File: config.mk
export PLATFORM = sky130hd
export DESIGN_NAME = cnn_conv_acc_requant
export DESIGN_NICKNAME = d
export VERILOG_FILES = /design/src/rtl/cnn_acc_pkg.sv /design/src/rtl/cnn_acc_requant_sat.sv /design/src/rtl/cnn_conv_acc_requant.sv
export SDC_FILE = /design/constraint.sdc
export NUM_CORES = 1
export LEC_CHECK = 0
export BUFFER_PORTS_ARGS = -buffer_cell sky130_fd_sc_hd__buf_2
export CORE_MARGIN = 2
export CORE_UTILIZATION = 28
export DETAILED_ROUTE_END_ITERATION = 7
export GPL_ROUTABILITY_DRIVEN = 0
export GPL_TIMING_DRIVEN = 0
export SETUP_SLACK_MARGIN = 0.4
export SLEW_MARGIN = 5
export SYNTH_ARGS = -nofsm -noshare
export SYNTH_HDL_FRONTEND = slang
export SYNTH_HIERARCHICAL = 1
export SYNTH_SLANG_ARGS = --single-unit
File: constraint.sdc
create_clock -name ap_clk -period 5.95 [get_ports ap_clk]
set_input_delay 1.4875 -clock ap_clk [delete_from_list [all_inputs] [get_ports ap_clk]]
set_output_delay 1.4875 -clock ap_clk [all_outputs]
set_load 0.005 [all_outputs]
File: src/rtl/cnn_acc_pkg.sv
// ============================================================================
// Module      : cnn_acc_pkg
// Description : Shared definitions for the convolution accumulate/requantise
//               block: controller state encoding, default datapath widths
//               and the round-half-up constant used before the right shift.
// Options     : CNN_ACC_RELU_EN (used by cnn_acc_requant_sat) clamps
//               negative results to zero after saturation.
// Revision    : 1.0 - initial release
// ============================================================================
`default_nettype none

package cnn_acc_pkg;

    localparam int DEF_PROD_W = 23;   // 9s x 14s product
    localparam int DEF_ACC_W  = 32;
    localparam int DEF_KLEN   = 9;    // 3x3 kernel taps
    localparam int DEF_SHIFT  = 6;
    localparam int DEF_OUT_W  = 9;

    // Half an output LSB, added before truncating so the shift rounds half-up.
    localparam longint DEF_ROUND = longint'(1) << (DEF_SHIFT - 1);

    typedef enum logic [1:0] {
        S_IDLE  = 2'd0,
        S_ACCUM = 2'd1,
        S_OUT   = 2'd2
    } acc_state_e;

    function automatic longint round_const(input int shift);
        return longint'(1) << (shift - 1);
    endfunction

endpackage

`default_nettype wire

File: src/rtl/cnn_acc_requant_sat.sv
// ============================================================================
// Module      : cnn_acc_requant_sat
// Description : Combinational requantiser. Adds the rounding constant,
//               arithmetic-shifts right by SHIFT, saturates to the signed
//               OUT_W range and optionally applies ReLU.
// Ports       : acc_i  - signed accumulator value
//               data_o - signed requantised result
//               sat_o  - high when the shifted value was clamped
// Options     : CNN_ACC_RELU_EN - negative results forced to 0 after
//               saturation; sat_o is not affected by the ReLU.
// Revision    : 1.0 - initial release
// ============================================================================
`default_nettype none

module cnn_acc_requant_sat
    import cnn_acc_pkg::*;
#(
    parameter int ACC_W = DEF_ACC_W,
    parameter int SHIFT = DEF_SHIFT,
    parameter int OUT_W = DEF_OUT_W
)
(
    input  logic signed [ACC_W-1:0] acc_i,
    output logic signed [OUT_W-1:0] data_o,
    output logic                    sat_o
);

    // One guard bit so adding the rounding constant can never wrap.
    localparam logic signed [ACC_W:0] c_RND = (ACC_W+1)'(round_const(SHIFT));
    localparam logic signed [ACC_W:0] c_MAX = (ACC_W+1)'((longint'(1) << (OUT_W-1)) - 1);
    localparam logic signed [ACC_W:0] c_MIN = (ACC_W+1)'(-(longint'(1) << (OUT_W-1)));

    logic signed [ACC_W:0]   w_sum;
    logic signed [ACC_W:0]   w_shift;
    logic signed [OUT_W-1:0] w_sat;

    always_comb begin
        w_sum   = (ACC_W+1)'(acc_i) + c_RND;
        w_shift = w_sum >>> SHIFT;
        w_sat   = w_shift[OUT_W-1:0];
        sat_o   = 1'b0;
        if (w_shift > c_MAX) begin
            w_sat = c_MAX[OUT_W-1:0];
            sat_o = 1'b1;
        end else if (w_shift < c_MIN) begin
            w_sat = c_MIN[OUT_W-1:0];
            sat_o = 1'b1;
        end
`ifdef CNN_ACC_RELU_EN
        data_o = w_sat[OUT_W-1] ? '0 : w_sat;
`else
        data_o = w_sat;
`endif
    end

endmodule

`default_nettype wire

File: src/rtl/cnn_conv_acc_requant.sv
// ============================================================================
// Module      : cnn_conv_acc_requant
// Description : Accumulates KLEN signed products (plus a bias sampled with
//               tap 0) and emits one rounded, saturated OUT_W-bit result
//               per kernel window over a valid/ready output handshake.
// Ports       : ap_clk / ap_rst        - clock, async active-high reset
//               prod_data/valid/ready  - product input stream
//               bias_in                - bias, taken with the tap-0 product
//               out_data/sat/valid/ready - result output stream
// Options     : CNN_ACC_RELU_EN - ReLU after saturation (see requant_sat).
// Revision    : 1.0 - initial release
// ============================================================================
`default_nettype none

module cnn_conv_acc_requant
    import cnn_acc_pkg::*;
#(
    parameter int PROD_W = DEF_PROD_W,
    parameter int ACC_W  = DEF_ACC_W,
    parameter int KLEN   = DEF_KLEN,
    parameter int SHIFT  = DEF_SHIFT,
    parameter int OUT_W  = DEF_OUT_W
)
(
    input  logic                     ap_clk,
    input  logic                     ap_rst,
    input  logic signed [PROD_W-1:0] prod_data,
    input  logic                     prod_valid,
    output logic                     prod_ready,
    input  logic signed [ACC_W-1:0]  bias_in,
    output logic signed [OUT_W-1:0]  out_data,
    output logic                     out_sat,
    output logic                     out_valid,
    input  logic                     out_ready
);

    localparam int              TAP_W      = (KLEN > 1) ? $clog2(KLEN) : 1;
    localparam logic [TAP_W-1:0] c_LAST_TAP = TAP_W'(KLEN - 1);

    // The accumulator must hold KLEN worst-case products without wrapping.
    generate
        if (ACC_W < PROD_W + $clog2(KLEN) + 1) begin : g_width_chk
            $error("cnn_conv_acc_requant: ACC_W too small for PROD_W and KLEN");
        end
    endgenerate

    acc_state_e              state_q, state_d;
    logic [TAP_W-1:0]        tap_q, tap_d;
    logic signed [ACC_W-1:0] acc_q, acc_d;
    logic signed [OUT_W-1:0] out_data_q, out_data_d;
    logic                    out_sat_q, out_sat_d;

    logic                    w_accept;
    logic                    w_last;
    logic signed [ACC_W-1:0] w_prod_ext;
    logic signed [ACC_W-1:0] w_acc_sum;
    logic signed [OUT_W-1:0] w_rq_data;
    logic                    w_rq_sat;

    // Datapath: the requantiser sees the value the accumulator is about to
    // take, so the result can be registered on the last-tap accept itself.
    always_comb begin
        prod_ready = (state_q != S_OUT) || out_ready;
        w_accept   = prod_valid && prod_ready;
        w_last     = (tap_q == c_LAST_TAP);
        w_prod_ext = ACC_W'(prod_data);
        w_acc_sum  = (tap_q == '0) ? (bias_in + w_prod_ext) : (acc_q + w_prod_ext);
    end

    cnn_acc_requant_sat #(
        .ACC_W (ACC_W),
        .SHIFT (SHIFT),
        .OUT_W (OUT_W)
    ) u_requant_sat (
        .acc_i  (w_acc_sum),
        .data_o (w_rq_data),
        .sat_o  (w_rq_sat)
    );

    always_ff @(posedge ap_clk or posedge ap_rst) begin
        if (ap_rst) begin
            state_q    <= S_IDLE;
            tap_q      <= '0;
            acc_q      <= '0;
            out_data_q <= '0;
            out_sat_q  <= 1'b0;
        end else begin
            state_q    <= state_d;
            tap_q      <= tap_d;
            acc_q      <= acc_d;
            out_data_q <= out_data_d;
            out_sat_q  <= out_sat_d;
        end
    end

    always_comb begin
        state_d    = state_q;
        tap_d      = tap_q;
        acc_d      = acc_q;
        out_data_d = out_data_q;
        out_sat_d  = out_sat_q;

        if ((state_q == S_OUT) && out_ready) begin
            state_d = S_IDLE;
        end

        // In S_OUT an accept only happens alongside the output handshake, so
        // tap_q is 0 and the product correctly starts the next window.
        if (w_accept) begin
            acc_d = w_acc_sum;
            if (w_last) begin
                tap_d      = '0;
                state_d    = S_OUT;
                out_data_d = w_rq_data;
                out_sat_d  = w_rq_sat;
            end else begin
                tap_d   = tap_q + TAP_W'(1);
                state_d = S_ACCUM;
            end
        end
    end

    assign out_valid = (state_q == S_OUT);
    assign out_data  = out_data_q;
    assign out_sat   = out_sat_q;

endmodule

`default_nettype wire

=== After elaboration in Yosys (flattened, before gate mapping) ===
Index checks and enable logic that the tools add are counted.

* Register bits: 48
* Output and inout port bits: 12

* Equal/unequal tests: 3
* Multiplexer cells: 9
* Reductions and logical operators: 6
* Order comparisons: 2
* Add/sub/neg operators: 4

{| class="wikitable"
|+ Operators with widths
! operator !! count
|-
| $add 32x23->32 || 2
|-
| $add 32x7->33 const B || 1
|-
| $mux 32 || 1
|-
| $gt 27x9->1 const B || 1
|-
| $lt 27x9->1 const B || 1
|-
| $mux 9 || 2
|-
| $mux 2 || 3
|-
| $add 4x1->4 const B || 1
|-
| $eq 4x4->1 const B || 1
|-
| $logic_not 4->1 || 1
|-
| $mux 4 || 1
|-
| $eq 2x2->1 const B || 1
|-
| $logic_and 1x1->1 || 2
|-
| $mux 1 || 2
|-
| $ne 2x2->1 const B || 1
|-
| $reduce_and 2->1 || 1
|-
| $reduce_bool 2->1 || 1
|-
| $logic_or 1x1->1 || 1
|}

=== Logic depth before layout (Yosys ltp) ===
Gate-level depths: netlist (run 1).

* Depth after elaboration: 6
* Gate-level depth with buffers: 24
* Mapped depth without buffers: 23

=== By module ===
The synthesis (run 1) kept the hierarchy.

{| class="wikitable"
|+ By module, submodules not included
! module !! area an instance (um2) !! instances !! sequential area each (um2) !! cells an instance
|-
| cnn_conv_acc_requant || 4,125.2 || 1 || 1,201.2 || 453
|-
| cnn_acc_requant_sat || 829.5 || 1 || 0.0 || 126
|}

=== Least setup slack after synthesis (run 1) ===
No wires, ideal clock.

* Path kind: input port to flip-flop
* From: input bias_in[0]
* To: register out_data_q[3] (netlist: out_data[3])
* Setup slack: -0.054 ns
* Arrival: 5.880 ns
* Stages: 18
* Required time: 5.825 ns
* Cells stage by stage: mux2_2 > ha_1 > inv_1 > fa_1 > nor2b_1 > o2111ai_1 > and2_2 > o311ai_4 > a21oi_2 > xnor2_1 > nand4_1 > or2_2 > clkbuf_1 > or4_4 > a211o_1 > nor4_4 > o22ai_1 > mux2_2

* Cells in the longest elaborated chain, start to end: 6

{| class="wikitable"
|+ Ends and longest elaborated chain
! item !! line !! RTL
|-
| from (decl) || cnn_conv_acc_requant.sv:30 || <nowiki>input logic signed [ACC_W-1:0] bias_in,</nowiki>
|-
| $add 32x23->32 * || cnn_conv_acc_requant.sv:67 || <nowiki>w_acc_sum = (tap_q == '0) ? (bias_in + w_prod_ext) : (acc_q + w_prod_ext);</nowiki>
|-
| $mux 32 * || cnn_conv_acc_requant.sv:67 ||
|-
| named net w_acc_sum[16] || cnn_conv_acc_requant.sv:56 || <nowiki>logic signed [ACC_W-1:0] w_acc_sum;</nowiki>
|-
| $add 32x7->33 * || cnn_acc_requant_sat.sv:38 || <nowiki>w_sum = (ACC_W+1)'(acc_i) + c_RND;</nowiki>
|-
| $lt 27x9->1 || cnn_acc_requant_sat.sv:45 || <nowiki>end else if (w_shift < c_MIN) begin</nowiki>
|-
| $mux 9 || cnn_acc_requant_sat.sv:45 ||
|-
| $mux 9 * || cnn_acc_requant_sat.sv:42 || <nowiki>if (w_shift > c_MAX) begin</nowiki>
|-
| named net w_rq_data[3] || cnn_conv_acc_requant.sv:57 || <nowiki>logic signed [OUT_W-1:0] w_rq_data;</nowiki>
|-
| to (signal assigned) || cnn_conv_acc_requant.sv:91 || <nowiki>out_data_q <= out_data_d;</nowiki>
|-
| to (decl) || cnn_conv_acc_requant.sv:50 || <nowiki>logic signed [OUT_W-1:0] out_data_q, out_data_d;</nowiki>
|}

Mark *: on every way through the listed nets, which the timed path passes. The rest lies on a longest branch.
A chain may end at the register's enable or synchronous reset.

=== Worst setup path in the final report (run 1) ===
* From: input bias_in[0]
* To: register out_data_q[4] (netlist: out_data[4])

Same word-level chain as after synthesis.

==> metrics.md, run 1 <==
| Metric | Value |
|---|---|
| Outcome | `complete, no violations` |
| Post-route cell area | `6980 um2` |
| H-tree level count | `2` |
| Pre-CTS WS | `-908 ps` |
| CP Capture Type | `flip-flop` |
| Row cnt | `48` |
| F_max | `180 MHz` |
| Slew headroom | `54.3%` |
| Tot GR Track Use | `17.2%` |
| Via density | `5.24` |
| Fin. max-slew vios | `0` |
| Io pins | `71` |
| Worst path most repeated cell | `buf_6` |
| Clock buffer count from CTS | `5` |
| Synth Net Count | `675` |
| Tmin final | `5560 ps` |
| Syn Inst Count | `578` |
| Hold Path Class | `flip-flop to flip-flop` |
| Yosys Warn Count | `6` |
| Clock tree buffer depth | `2` |
| Post-DP Area | `5720 um2` |
| Die W | `137 um` |
| Post-synthesis instance area | `4950 um2` |
| Overflow after GRT | `0` |
| Slowest-stage cell, CP | `or4_4` |
| Initial antenna violation count | `0` |
| Share of cells above drive strength 1 | `42.7%` |
| Worst Path Arrival | `5750 ps` |
| DRC | `0` |
| First-pass GRT wire length | `25.3 mm` |
| Mean Syn Cell Area | `8.57 um2` |
| CP max stage delay | `440 ps` |
| Cell breakdown of the critical path | `buf_6 > mux2_4 > ha_4 > inv_2 > fa_2 > nor2b_4 > o2111ai_4 > and2_4 > o311ai_4 > buf_4 > buf_6 > xor2_4 > nand2_4 > or3_1 > buf_6 > o32a_1 > a2bb2oi_1 > or4_4 > nor4_4 > buf_6 > o22ai_2 > mux2_4` |
| Via count | `4,939` |
| Clock slew at reported path FFs | `70 ps` |
| Min setup slack post-route | `394 ps` |
| Cts hold-fix bufs | `0` |
| Largest net degree at the start of global routing | `30` |
| Starting Density | `28.6%` |
| Final wirelength | `15.9 mm` |
| Worst Tran Pin Value | `686 ps` |
| Critical path startpoint category | `input port` |
| CP Max Fanout | `7` |
| Input/output buffers | `70` |
| Clock root buffer master | `clkbuf_16` |
| CP Class | `input port to flip-flop` |
| Setup Skew | `5.76 ps` |
| Final ANT Viol Nets | `0` |
| Final nets | `813` |
| Final Hold Fails | `0` |
| Clock sink count | `48` |
| RSZ-0062 raised after global routing | `yes` |
| Area Growth Syn to Fin | `40.9%` |
| Initial drt markers | `298` |
| Core area | `17,300 um2` |
| Die area | `18,800 um2` |
| Post-DP HPWL | `11.5 mm` |
| Final setup violation count | `0` |
| Die Y | `137 um` |
| Vias in the first global route | `4,943` |
| DRT Pass-1 Iters | `4` |
| N_diodes | `0` |
| Critical Path RT | `6150 ps` |
| Tcrit/Tclk final | `93.4%` |
| Max-Cap Viols | `0` |
| Skew-Pair Late Insertion Delay | `310 ps` |
| CTS tree | `built` |
| Routed WL per cell | `16.9 um` |
-- cell usage in the layout, fill, tap and decap left out, types with 4 or more instances in the layout --
cell / count
a211oi_2: 4
a21o_1: 9
a21oi_1: 27
a21oi_2: 8
a31oi_1: 5
and3_1: 4
buf_2: 71
buf_4: 58
buf_6: 7
clkbuf_1: 10
clkbuf_16: 8
dfrtp_1: 48
ha_1: 25
ha_4: 11
inv_1: 11
inv_2: 4
mux2_2: 47
mux2_4: 8
nand2_1: 82
nand3_1: 8
nand4_1: 16
nor2_1: 33
nor3_1: 4
nor4_1: 7
o21a_1: 5
o21ai_0: 25
o21ai_1: 5
o21bai_1: 5
o22ai_1: 4
o31ai_1: 4
or3_1: 4
xnor2_1: 15
xnor2_2: 10
xnor2_4: 4
xor2_1: 6
xor2_2: 6
-- area by class of cell --
| type | instances | area, um2 |
|---|---|---|
| Timing Repair Buffer | 131 | 842 |
| Tap cell | 225 | 282 |
| Sequential cell | 48 | 1200 |
| Inverter | 16 | 63.8 |
| Clock buffer | 5 | 125 |
| Buffer | 24 | 183 |
| Clock inverter | 3 | 23.8 |
| Multi-Input combinational cell | 490 | 4260 |
| Fill cell | 1770 | 10300 |
-- through the flow --
stage          util, %  std cells  setup TNS (ps)  hold slack [ps]
2_1_floorplan        -        578               0              442
3_3_place_gp      32.9        873           -7740              455
3_5_place_dp      33.0        874           -8270              459
4_1_cts           38.7        929               0              477
5_1_grt           40.3        942               0              502
6_report          40.3        942               0              475
-- worst max-delay path: cells and delay by family --
family                     cells  cell delay [ps]
buffers and inverters          6              700
AOI/OAI and AO/OA              5              880
xor gates and xnor gates       1              190
adders and majority gates      2              540
and+or+nand+nor                6             1520
muxes                          2              420
-- final timing paths --
check                            from     endpoint  slack, ps  depth (start not counted)
max                        bias_in[0]  out_data[4]        390                         22
min                          acc_q[4]     acc_q[4]        480                          2
max reg2reg                  tap_q[1]  out_data[4]        460                         26
min reg2reg                  acc_q[4]     acc_q[4]        480                          2
max in group asynchronous      ap_rst    acc_q[11]       4230                          3
min in group asynchronous      ap_rst     tap_q[3]       1190                          2
-- per-layer routing --
layer	global-route usage [%]	up-vias	wire length (um)
met5	0	-	0
met4	5.04	0	259
met3	2.44	16	820
met2	29.3	130	7700
met1	22.6	2370	7120
li1	-	2423	-
-- repair_timing --
action	in CTS	in global routing
cloned	1	0
gates resized for setup	82	46
setup endpoints to repair	10	10
buffers inserted	46	13
pin swaps	34	31
hold endpoints to repair	0	0
-- registers in the layout (all words and copies together) (netlist names) --
name	cells
out_sat	1
acc_q	32
tap_q	4
out_data	9
state_q	2
Power of run 1 is left out: the tool's default activity adds up to more than one toggle a clock period on the data nets, which glitch-free logic cannot reach.
==> run 2, diff against run 1 <==
- CTS_BUF_LIST: default -> sky130_fd_sc_hd__clkbuf_8
==> run 2 against run 1 <==
Compared with the run above: sequential cell count did not move; die area did not move; final area fell by 0.30%; critical path depth did not move; first-iteration DRC count rose by 1.0%; register-to-register slack improved by 30 ps; cell count rose by 0.74%.
==> metrics.md, run 2 (synthesis gave the netlist of run 1 again) <==
| Metric | Value |
|---|---|
| Outcome | `complete, no violations` |
| Setup Skew | `12.2 ps` |
| Final nets | `820` |
| CP Max Fanout | `7` |
| Hold Path Depth | `2` |
| CP Capture Type | `flip-flop` |
| DRC | `0` |
| R2R depth | `26` |
| Hold EP | `acc_q[4]` |
| Core area | `17,300 um2` |
| CTS tree | `built` |
| Routed WL per cell | `16.7 um` |
| Die W | `137 um` |
| Final ANT Viol Nets | `0` |
| Via count | `4,989` |
| Critical Path RT | `6180 ps` |
| Met2 routed WL | `7.65 mm` |
| Critical path startpoint category | `input port` |
| Share of cells above drive strength 1 | `43.5%` |
| Final Hold Fails | `0` |
| Starting Density | `28.6%` |
| Final setup violation count | `0` |
| Routed wl met3 | `706 um` |
| Max-Cap Viols | `0` |
| Clock slew at reported path FFs | `100 ps` |
| Tmin final | `5520 ps` |
| Clock root buffer master | `clkbuf_8` |
| Slew headroom | `55.6%` |
| Largest register FFs | `32` |
| F_max | `181 MHz` |
| Tot GR Track Use | `17.2%` |
| Clock buffer count from CTS | `5` |
| Largest net degree at the start of global routing | `30` |
| N_diodes | `0` |
| Skew-Pair Late Insertion Delay | `340 ps` |
| Worst Path Arrival | `5750 ps` |
| CP Class | `input port to flip-flop` |
| Initial drt markers | `301` |
| Commonest cells after routing, fill and taps aside | `81 x nand2_1, 71 x buf_2, 65 x buf_4` |
| Clock tree buffer depth | `2` |
| Vias in the first global route | `4,969` |
| Die Y | `137 um` |
| Post-DP HPWL | `11.5 mm` |
| Final wirelength | `15.8 mm` |
| Worst Tran Pin Value | `666 ps` |
| First-pass GRT wire length | `25.3 mm` |
| Flop2flop setup slack | `490 ps` |
| Worst Min Path Start | `acc_q[4]` |
| H-tree level count | `2` |
| RSZ-0062 raised after global routing | `yes` |
| Critical R2R Capture | `out_data[1]` |
| Input/output buffers | `70` |
| Setup TNS | `0 ps` |
| Clock sink count | `48` |
| Largest Register | `acc_q` |
| Hold Path Class | `flip-flop to flip-flop` |
| FF-to-FF Start | `tap_q[0]` |
| Top sig layer | `met4` |
| Overflow after GRT | `0` |
| Initial antenna violation count | `0` |
| Fin. max-slew vios | `0` |
| Via density | `5.26` |
| Tcrit/Tclk final | `92.8%` |
| Row cnt | `48` |
| Met1 WL | `7.14 mm` |
| Die area | `18,800 um2` |
| DRT Pass-1 Iters | `5` |
| Commonest non-fill, non-tap cell in the layout | `nand2_1` |
| Area Growth Syn to Fin | `40.5%` |
| Io pins | `71` |
## run 2: area by class of cell
type	instances	area, um2
repair buffers	138	892
plain buffers	24	183
well taps	225	282
multi-input cells	490	4240
inverters	16	63.8
clock inverters	3	23.8
flip-flops and latches	48	1200
clock buffers	5	68.8
fillers	1765	10300
## run 2: timing repair
| item | in CTS | in global routing |
|---|---|---|
| hold buffers | 0 | 0 |
| setup buffers | 45 | 21 |
| pin swaps | 29 | 30 |
| endpoints found under the setup margin | 10 | 10 |
| resized for setup | 78 | 48 |
| gates cloned | 1 | 0 |
## run 2: through the flow
step	hold WS, ps	worst slack (ps)	area (um2)	utilization, %	instances
floorplan	442	290	5060	-	578
finish	485	429	6960	40.2	949
global route	509	224	6960	40.2	949
global placement	455	-845	5700	32.9	873
CTS	486	400	6600	38.1	928
detailed placement	459	-908	5720	33.0	874
## run 2: how the worst max path moves through the flow
stage               startpoint  depth (start not counted)          end  slack [ps]
finish              bias_in[0]                         22  out_data[1]         430
floorplan           bias_in[0]                         18  out_data[3]         290
global route          tap_q[1]                         25  out_data[1]         220
CTS                   tap_q[0]                         23  out_data[1]         400
global placement      tap_q[0]                         22  out_data[1]        -850
detailed placement    tap_q[0]                         22  out_data[1]        -910
## run 2: worst max-delay path, stage by stage
cell and delay, ps:
buf_6 60, mux2_4 140, ha_4 130, inv_2 40, fa_2 410, nor2b_4 160
o2111ai_4 130, and2_4 220, o311ai_4 250, buf_4 170, buf_6 100, xor2_4 200
nand2_4 70, or3_1 340, clkbuf_4 180, o32a_1 300, a2bb2oi_1 130, or4_4 440
nor4_4 240, buf_4 200, o22ai_4 80, mux2_4 270
## run 2: metal layers
layer  up-vias  track usage [%]
li1       2439                -
met1      2407             22.4
met2       124             28.8
met3        19             2.48
met4         0             6.13
met5         -                0
Power of run 2 is left out for the same reason.
==> run 3, diff against run 2 <==
- CORE_UTILIZATION: 28 -> 55
- PLACE_DENSITY: default -> 0.8
- SLEW_MARGIN: 5 -> 30
==> run 3 against run 2 <==
Compared with the run above: sequential share of layout area fell by 0.059 points; count of clock-buffer cells in the layout did not move; cell count fell by 12%; wire length rose by 26%; largest cell class unchanged; worst setup slack got worse by 390 ps.
==> metrics.md, run 3 (synthesis gave the netlist of run 1 again) <==
| Metric | Value |
|---|---|
| Core area | `8720 um2` |
| Clock slew at reported path FFs | `100 ps` |
| Io pins | `71` |
| Worst Path Arrival | `6130 ps` |
| Post-layout util | `80.0%` |
| Tmin final | `5910 ps` |
| Commonest cells after routing, fill and taps aside | `82 x nand2_1, 74 x buf_2, 59 x buf_4` |
| Largest net degree at the start of global routing | `49` |
| RSZ-0062 raised after global routing | `yes` |
| Final ANT Viol Nets | `0` |
| Tcrit/Tclk final | `99.4%` |
| Hold Path Class | `flip-flop to flip-flop` |
| Die W | `98.9 um` |
| Overflow after GRT | `0` |
| Via count | `5,991` |
| Fin. max-slew vios | `0` |
| Largest register FFs | `32` |
| Slew headroom | `50.6%` |
| Final wirelength | `19.9 mm` |
| Clock buffer count from CTS | `5` |
| DRC | `0` |
| Critical Path RT | `6160 ps` |
| Area Growth Syn to Fin | `41.0%` |
| Critical path startpoint category | `flip-flop` |
| Share of cells above drive strength 1 | `45.0%` |
| Skew-Pair Late Insertion Delay | `340 ps` |
| CP Capture Type | `flip-flop` |
| Die Y | `98.9 um` |
| First-pass GRT wire length | `26.6 mm` |
| F_max | `169 MHz` |
| Post-DP HPWL | `10.5 mm` |
| Clock root buffer master | `clkbuf_8` |
| Dpl cells | `756` |
| Vias in the first global route | `5,488` |
| Via density | `7.21` |
| Non-Filler Instances | `831` |
| Routed WL per cell | `24.0 um` |
| N_diodes | `0` |
| Initial drt markers | `882` |
| Worst Tran Pin Value | `741 ps` |
| Clock tree buffer depth | `2` |
| Commonest non-fill, non-tap cell in the layout | `nand2_1` |
| Tot GR Track Use | `33.4%` |
| Cts hold-fix bufs | `0` |
| Filler Cells Inserted | `450` |
| Final nets | `819` |
| Pre-CTS WS | `-683 ps` |
| Final hold slack | `488 ps` |
| CP Class | `flip-flop to flip-flop` |
| Clock sink count | `48` |
| CTS tree | `built` |
| Largest Register | `acc_q` |
| CP Max Fanout | `10` |
| Final setup violation count | `0` |
| Max-Cap Viols | `0` |
| Setup Skew | `25.0 ps` |
| Input/output buffers | `70` |
| Starting Density | `56.8%` |
| Row cnt | `34` |
| Die area | `9780 um2` |
| Outcome | `complete, no violations` |
| Min setup slack post-route | `35.0 ps` |
| DRT Pass-1 Iters | `6` |
| Final Hold Fails | `0` |
| H-tree level count | `2` |
| Initial antenna violation count | `0` |
-- run 3: layout make-up --
class / instances / area, um2 / share of cell area, %
plain buffers: 24 / 179 / 2.56
inverters: 16 / 62.6 / 0.896
clock inverters: 3 / 47.5 / 0.681
flip-flops and latches: 48 / 1200 / 17.2
repair buffers: 137 / 883 / 12.7
clock buffers: 5 / 68.8 / 0.986
multi-input cells: 490 / 4400 / 63.1
well taps: 108 / 135 / 1.94
-- run 3: timing repair --
| item | 4_1_cts | 5_1_grt |
|---|---|---|
| endpoints found under the setup margin | 10 | 10 |
| setup buffers | 40 | 26 |
| cloned | 1 | 0 |
| resized for setup | 90 | 62 |
| pin swaps | 35 | 38 |
-- run 3: metrics by stage --
stage               instance area [um2]  TNS (ps)
floorplan                          5060         0
global placement                   5550     -4650
detailed placement                 5550     -6220
CTS                                6450         0
global route                       6980     -91.3
finish                             6980         0
-- run 3: final timing paths --
check / from / slack (ps) / cells after the start / end
min in group asynchronous: ap_rst / 1210 / 2 / acc_q[4]
worst max register to register: tap_q[0] / 40 / 22 / out_data[3]
max in group asynchronous: ap_rst / 4290 / 2 / acc_q[27]
worst min-delay path: acc_q[29] / 490 / 2 / acc_q[29]
worst max-delay path: tap_q[0] / 40 / 22 / out_data[3]
worst min register to register: acc_q[29] / 490 / 2 / acc_q[29]
-- run 3: per-layer routing --
layer	track usage (%)	up-vias	share of wire (%)
li1	-	2432	-
met4	14.5	0	7.6
met5	0	-	0
met2	55.7	602	45
met3	7.73	198	13
met1	41.3	2759	35
-- run 3: critical path, cell delays in order (launching register included) --
cell       delay, ps
dfrtp_1          410
inv_2            100
ha_4             130
nor3b_4          300
buf_4            180
clkbuf_16        160
mux2_2           360
ha_4             270
a21o_1           230
a221o_1          400
a21oi_4          230
o21ai_4          140
xor2_2           340
nand2_2          150
or3_4            410
buf_6            150
o32a_1           290
a2bb2oi_1        150
or4_4            540
nor4_4           280
buf_4            210
o22ai_1           90
mux2_2           290
Power of run 3 is left out for the same reason.
